[src/rtl/udp_tx_noc_in.sv]
// UDP TX ingress: splits one NoC0 message (header, metadata, payload flits) into a
// metadata handshake and a payload stream, flagging NoC flit counts that disagree with the UDP length.
//   state    | meaning
//   HDR      | waiting for a header flit
//   META_IN  | waiting for the metadata flit
//   META_OUT | presenting metadata to the engine
//   DATA     | payload pass-through until the NoC flit count runs out
module udp_tx_noc_in #(
  parameter int NOC_DATA_W = 512,
  parameter int DATA_BYTES = NOC_DATA_W / 8,
  parameter int PAD_W      = $clog2(DATA_BYTES)
) (
  input  logic                  clk,
  input  logic                  rst,
  input  logic                  noc0_ctovr_udp_tx_in_val,
  input  logic [NOC_DATA_W-1:0] noc0_ctovr_udp_tx_in_data,
  output logic                  udp_tx_in_noc0_ctovr_rdy,
  output logic                  udp_tx_meta_val,
  output logic [31:0]           udp_tx_meta_src_ip,
  output logic [31:0]           udp_tx_meta_dst_ip,
  output logic [15:0]           udp_tx_meta_src_port,
  output logic [15:0]           udp_tx_meta_dst_port,
  output logic [15:0]           udp_tx_meta_data_length,
  input  logic                  udp_tx_meta_rdy,
  output logic                  udp_tx_data_val,
  output logic [NOC_DATA_W-1:0] udp_tx_data,
  output logic                  udp_tx_data_last,
  output logic [PAD_W-1:0]      udp_tx_data_padbytes,
  input  logic                  udp_tx_data_rdy,
  output logic                  udp_tx_err_len_mismatch
);

  typedef enum logic [1:0] {HDR, META_IN, META_OUT, DATA} state_t;

  state_t           state, state_next;
  logic [7:0]       msg_len_q;
  logic [7:0]       data_cnt;
  logic [PAD_W-1:0] pad_q;
  logic             err_q;

  logic             in_hs;
  logic [7:0]       hdr_len;
  logic [15:0]      in_len;
  logic [16:0]      exp_flits;
  logic [15:0]      len_rem;
  logic [PAD_W-1:0] pad_next;
  logic [7:0]       cnt_next;
  logic             mismatch;

  assign in_hs    = noc0_ctovr_udp_tx_in_val & udp_tx_in_noc0_ctovr_rdy;
  assign hdr_len  = noc0_ctovr_udp_tx_in_data[NOC_DATA_W-17 -: 8];
  assign in_len   = noc0_ctovr_udp_tx_in_data[NOC_DATA_W-97 -: 16];

  // 17-bit ceiling divide so a length near 64K cannot wrap
  assign exp_flits = ({1'b0, in_len} + 17'(DATA_BYTES - 1)) / 17'(DATA_BYTES);
  assign len_rem   = in_len % 16'(DATA_BYTES);
  assign pad_next  = (len_rem == 16'd0) ? '0 : PAD_W'(16'(DATA_BYTES) - len_rem);
  assign cnt_next  = msg_len_q - 8'd1;
  assign mismatch  = {9'd0, cnt_next} != exp_flits;

  assign udp_tx_err_len_mismatch = err_q;

  always_ff @(posedge clk or negedge rst) begin
    if (!rst) begin
      state <= HDR;
    end else begin
      state <= state_next;
    end
  end

  always_comb begin
    state_next               = state;
    udp_tx_in_noc0_ctovr_rdy = 1'b0;
    udp_tx_meta_val          = 1'b0;
    udp_tx_data_val          = 1'b0;
    udp_tx_data              = '0;
    udp_tx_data_last         = 1'b0;
    udp_tx_data_padbytes     = '0;
    case (state)
      HDR: begin
        udp_tx_in_noc0_ctovr_rdy = 1'b1;
        if (noc0_ctovr_udp_tx_in_val && hdr_len != 8'd0) state_next = META_IN;
      end
      META_IN: begin
        udp_tx_in_noc0_ctovr_rdy = 1'b1;
        if (noc0_ctovr_udp_tx_in_val) state_next = META_OUT;
      end
      META_OUT: begin
        udp_tx_meta_val = 1'b1;
        if (udp_tx_meta_rdy) state_next = (data_cnt == 8'd0) ? HDR : DATA;
      end
      DATA: begin
        udp_tx_data_val          = noc0_ctovr_udp_tx_in_val;
        udp_tx_in_noc0_ctovr_rdy = udp_tx_data_rdy;
        udp_tx_data              = noc0_ctovr_udp_tx_in_data;
        udp_tx_data_last         = (data_cnt == 8'd1);
        udp_tx_data_padbytes     = (data_cnt == 8'd1) ? pad_q : '0;
        if (noc0_ctovr_udp_tx_in_val && udp_tx_data_rdy && data_cnt == 8'd1) state_next = HDR;
      end
      default: state_next = HDR;
    endcase
  end

  // err is registered, so both error sources pulse in the cycle after the offending flit
  always_ff @(posedge clk or negedge rst) begin
    if (!rst) begin
      msg_len_q               <= '0;
      data_cnt                <= '0;
      pad_q                   <= '0;
      err_q                   <= 1'b0;
      udp_tx_meta_src_ip      <= '0;
      udp_tx_meta_dst_ip      <= '0;
      udp_tx_meta_src_port    <= '0;
      udp_tx_meta_dst_port    <= '0;
      udp_tx_meta_data_length <= '0;
    end else begin
      err_q <= 1'b0;
      case (state)
        HDR: begin
          if (in_hs) begin
            msg_len_q <= hdr_len;
            if (hdr_len == 8'd0) err_q <= 1'b1;
          end
        end
        META_IN: begin
          if (in_hs) begin
            udp_tx_meta_src_ip      <= noc0_ctovr_udp_tx_in_data[NOC_DATA_W-1  -: 32];
            udp_tx_meta_dst_ip      <= noc0_ctovr_udp_tx_in_data[NOC_DATA_W-33 -: 32];
            udp_tx_meta_src_port    <= noc0_ctovr_udp_tx_in_data[NOC_DATA_W-65 -: 16];
            udp_tx_meta_dst_port    <= noc0_ctovr_udp_tx_in_data[NOC_DATA_W-81 -: 16];
            udp_tx_meta_data_length <= in_len;
            data_cnt                <= cnt_next;
            pad_q                   <= pad_next;
            err_q                   <= mismatch;
          end
        end
        DATA: begin
          if (in_hs) data_cnt <= data_cnt - 8'd1;
        end
        default: ;
      endcase
    end
  end

endmodule
[config.mk]
export PLATFORM = sky130hd
export DESIGN_NAME = udp_tx_noc_in
export DESIGN_NICKNAME = d
export VERILOG_FILES = /design/src/rtl/udp_tx_noc_in.sv
export SDC_FILE = /design/constraint.sdc
export NUM_CORES = 1
export LEC_CHECK = 0
export CAP_MARGIN = 20
export CORE_AREA = 4 4 450 452
export CTS_CLUSTER_DIAMETER = 80
export DETAILED_ROUTE_END_ITERATION = 16
export DIE_AREA = 0 0 454 456
export HOLD_SLACK_MARGIN = 0.03
export PLACE_DENSITY_LB_ADDON = 0.12
export SYNTH_ARGS = -nofsm -noshare
export SYNTH_HDL_FRONTEND = slang
export SYNTH_SLANG_ARGS = --single-unit
[constraint.sdc]
create_clock -name clk -period 2.6 [get_ports clk]
set_input_delay 0.26 -clock clk [delete_from_list [all_inputs] [get_ports clk]]
set_output_delay 0.26 -clock clk [all_outputs]
set_load 0.02 [all_outputs]
==> results by group <==
Timing
  – Clock period minus worst slack: 2.518 ns
  – Worst-Margin Slew: slightly below 0.7 ns
  – Final setup violation count: 0
  – Portion of the clock cycle consumed by the worst path in the final layout: a little over nine tenths
  – Achievable Freq: slightly below 0.4 GHz
  – Max-slew violation count: 0
  – Normalized max-slew margin: 54.38%
  – Final setup skew: roughly 0.0084 ns
  – Final hold viol count: 0
  – Unrepaired setup endpoints after global routing: yes

Synth
  – Syn Area/Cell: approximately 9 µm²
  – Synth Flop Type: dfrtp_1
  – Top cell type's share of synthesized area: a little over a third
  – Main area contributors after synthesis: dfrtp_1 36%, and3_1 33%, mux2_2 14%
  – Instance count of the mapped netlist: ~1100
  – Synthesized-area fraction occupied by xor and xnor cells: 2.427%
  – Post-synthesis compound-gate area fraction: 2.948%
  – Portion of netlist area occupied by mux cells: 13.96%
  – Fraction of synthesis flops using an asynchronous set or reset pin: 100.0%
  – Cell area after synthesis: around 9600 µm²
  – Adder-cell share of the synthesized area: 0.7828%
  – Combinational family with the most area after synthesis: simple AND/OR/NAND/NOR gates
  – Seq/Total Area, Yosys: between 30% and 40%
  – Unique masters post-synth: between 40 and 50
  – Simple-Gate Fraction of Synth Area: 38.50%
  – Cell type contributing the most total cell area after synthesis: dfrtp_1
  – Number of synthesized register bits: ~140
  – Syn. warnings: 0
  – Number of synthesized flops with an enable pin: 0
  – Synthesized Nets: between 1500 and 2000

Clock tree
  – Number of sinks on the clock net: between 100 and 150
  – Buffer depth of the longest clock path: 2
  – TritonCTS clock tree: done
  – Insertion delay to the later sink of the worst-skew pair: ~0.50 ns
  – Number of levels in the clock H-tree: 4
  – Number of buffers added by the clock tree synthesis step: 17
  – Cell at the root of the clock tree: clkbuf_16
  – CTS clk-pin slew, worst paths: 0.07 ns

Finish
  – Commonest non-fill, non-tap cell in the layout: clkdlybuf4s50_1
  – Fraction of layout cells with a size suffix above 1: between 10% and 20%
  – Non-Filler Instances: 4902
  – Filler cell count in the final layout: approximately 23000
  – Area growth syn-to-layout: 178.7%
  – Fin nets: about 2700
  – Final core utilization: 13.44%
  – Most used cells in the layout excluding fill and tap cells: 654 x clkdlybuf4s50_1, 496 x and3_1, 204 x dlygate4sd2_1, 135 x dfrtp_1, 128 x dlymetal6s2s_1

Status
  – Result of the run: complete, no violations

Floorplanning
  – Starting utilization of the core area: 4.823%
  – Cell Rows: about 160
  – Die outline area: just over 200000 µm²
  – Die Span X: between 400 and 500 µm
  – Vertical extent of the die: 456 µm
  – Placeable Area: about 200000 µm²
  – Count of pins on the block boundary: 1152

Placed design
  – Number of buffers added on ports: about 1200
  – Number of instances in the placed design: approximately 4800
  – Routability Congestion: a little over 0.8
  – HPWL reported at the end of detailed placement: 104400 µm

Worst setup path
  – Worst R2R Path Depth: 6
  – Critical R2R Capture: state[0]
  – Path type of the worst setup path: reg -> out
  – Largest fanout of any net on the critical path: 7
  – Critical path endpoint category: output port
  – Worst-case register-to-register setup slack: a little over 0.4 ns
  – Req. time, crit path: roughly 2.3 ns
  – Worst Setup Start Kind: flip-flop
  – Worst Path Arrival: around 2.3 ns
  – Startpoint of the most critical register-to-register path: data_cnt[4]

Pwr
  – Clk pwr share: 9.3%
  – Total net switching power: between 10 and 15 mW
  – Fraction of power consumed by combinational cells: 76.4%
  – Sequential Power Share: between 10 and 15%
  – Leak pwr: between 10 and 15 nW
  – Pint: roughly 14 mW
  – Switching Fraction: approximately 50%
  – Worst vdd rail ir drop: approximately 530 µV
  – Pwr per Cell Area: approximately 1000 nW/µm²

Worst hold path
  – Worst hold path type: in -> async

GRT
  – All-layer global routing usage: between 10% and 20%
  – Pin count of the biggest net entering global routing: 97
  – Global-route congestion overflow total: 0
  – Wire length of the first global-routing pass: about 150000 µm
  – Via count of the first global-routing pass: 14058
  – Number of antenna violations at the first check in global routing: 44

Routing
  – Total routed wirelength: around 120000 µm
  – Post-detailed-route count of antenna-violating nets: 0
  – Detailed Routing Iterations Pass 1: 5
  – Total number of vias: 13419
  – Initial DRC Count: just under 600
  – DRC Markers: 0
  – Average wire length per cell after detail routing: 25.04 µm
  – Ratio of routed vias to standard cells: ~2.7

Run
  – Max capacitance violation total: 0
## layout make-up
class | instances | area (µm²) | share of cell area [%]
multi-input combinational | 806 | 5674 | 21.23
sequential | 137 | 3436 | 12.85
antenna | 13 | 32.53 | 0.1217
clock inverter | 12 | 138.9 | 0.5196
clock buffer | 20 | 446.7 | 1.671
timing repair buffer | 1248 | 13640 | 51.03
inverter | 10 | 37.54 | 0.1404
tap | 2656 | 3323 | 12.43
## metal layers
metal | up-vias | track usage, % | part of all wire [%]
met5 | - | 0 | 0.011
met4 | 2 | 2.496 | 1.8
met3 | 110 | 6.272 | 12
met2 | 709 | 20.32 | 51
li1 | 6196 | - | -
met1 | 6402 | 11.05 | 35
## how the worst max path moves through the flow
stage	from	to	cells past startpoint
after floorplan	data_cnt[3]	udp_tx_data_padbytes[0]	5
final	data_cnt[4]	udp_tx_data_padbytes[3]	7
after CTS	state[0]	udp_tx_data[299]	4
after global routing	data_cnt[5]	udp_tx_data_padbytes[3]	7
after global placement	noc0_ctovr_udp_tx_in_data[403]	udp_tx_err_len_mismatch	9
after detailed placement	noc0_ctovr_udp_tx_in_data[403]	udp_tx_err_len_mismatch	9
## synthesized netlist by cell type (2+ instances only)
| cell | count |
|---|---|
| and3_1 | 509 |
| dfrtp_1 | 137 |
| clkbuf_1 | 125 |
| mux2_2 | 116 |
| nor2_1 | 32 |
| nand2_1 | 29 |
| o21ai_0 | 23 |
| xnor2_1 | 16 |
| a21oi_1 | 13 |
| inv_1 | 10 |
| nor3_1 | 8 |
| xor2_1 | 8 |
| and2_1 | 7 |
| ha_1 | 6 |
| buf_1 | 5 |
| nand3_1 | 4 |
| buf_2 | 3 |
| a31oi_1 | 2 |
| nand4_1 | 2 |
| nor3b_1 | 2 |
| nor4_1 | 2 |
| nor4_4 | 2 |
| or4_1 | 2 |
## flip-flops by register name, summed over array words and instances (netlist names)
signal / flops
data_cnt: 8
msg_len_q: 8
pad_q: 6
state: 2
udp_tx_err_len_mismatch: 1
udp_tx_meta_data_length: 16
udp_tx_meta_dst_ip: 32
udp_tx_meta_dst_port: 16
udp_tx_meta_src_ip: 32
udp_tx_meta_src_port: 16
## critical path, cell delays in order (launching register included)
cell     delay, ns
dfrtp_1       0.39
or3_4         0.39
nor4_4        0.20
nand2_2       0.13
nor2_4        0.16
buf_12        0.17
and2_4        0.17
buf_12        0.10
## power by group through the flow
stage | Combinational [mW] | Sequential (mW) | Clock, mW
floorplan | 8.04 | 4.91 | 0
detailed placement | 21.8 | 4.07 | 0
global placement | 22.1 | 4.07 | 0
finish | 21.4 | 3.99 | 2.61
global route | 22.9 | 4.12 | 2.86
CTS | 22.0 | 4.02 | 2.81
## kinds of logic after synthesis
logic type / after synthesis
simple gates: 608
mux: 118
flops: 137
compound gates: 49
buf+inv: 143
fa+ha+maj: 6
xor+xnor: 25
## what timing repair did
action / CTS / global route
endpoints found under the setup margin: 317 / 148
resized for setup: 238 / 139
setup buffers: 10 / 1
pin swaps: 4 / 3
endpoints found under the hold margin: 47 / 0
hold buffers: 1 / 0
gates cloned: 4 / 1
## stage by stage
step	total power [mW]	cell area [µm²]	hold WS [ns]	setup WS [ns]	TNS [ns]
after floorplan	12.94	9590	-0.03559	0.5402	0
after global placement	26.13	25640	0.3534	0.07263	0
after detailed placement	25.86	25640	0.3439	0.1172	0
after CTS	28.82	26300	0.3330	-0.1935	-13.93
after global routing	29.85	26710	0.3526	-0.06908	-0.3490
final	27.99	26730	0.3803	0.08178	0
Note: power is estimated with default switching activity, not from simulation.
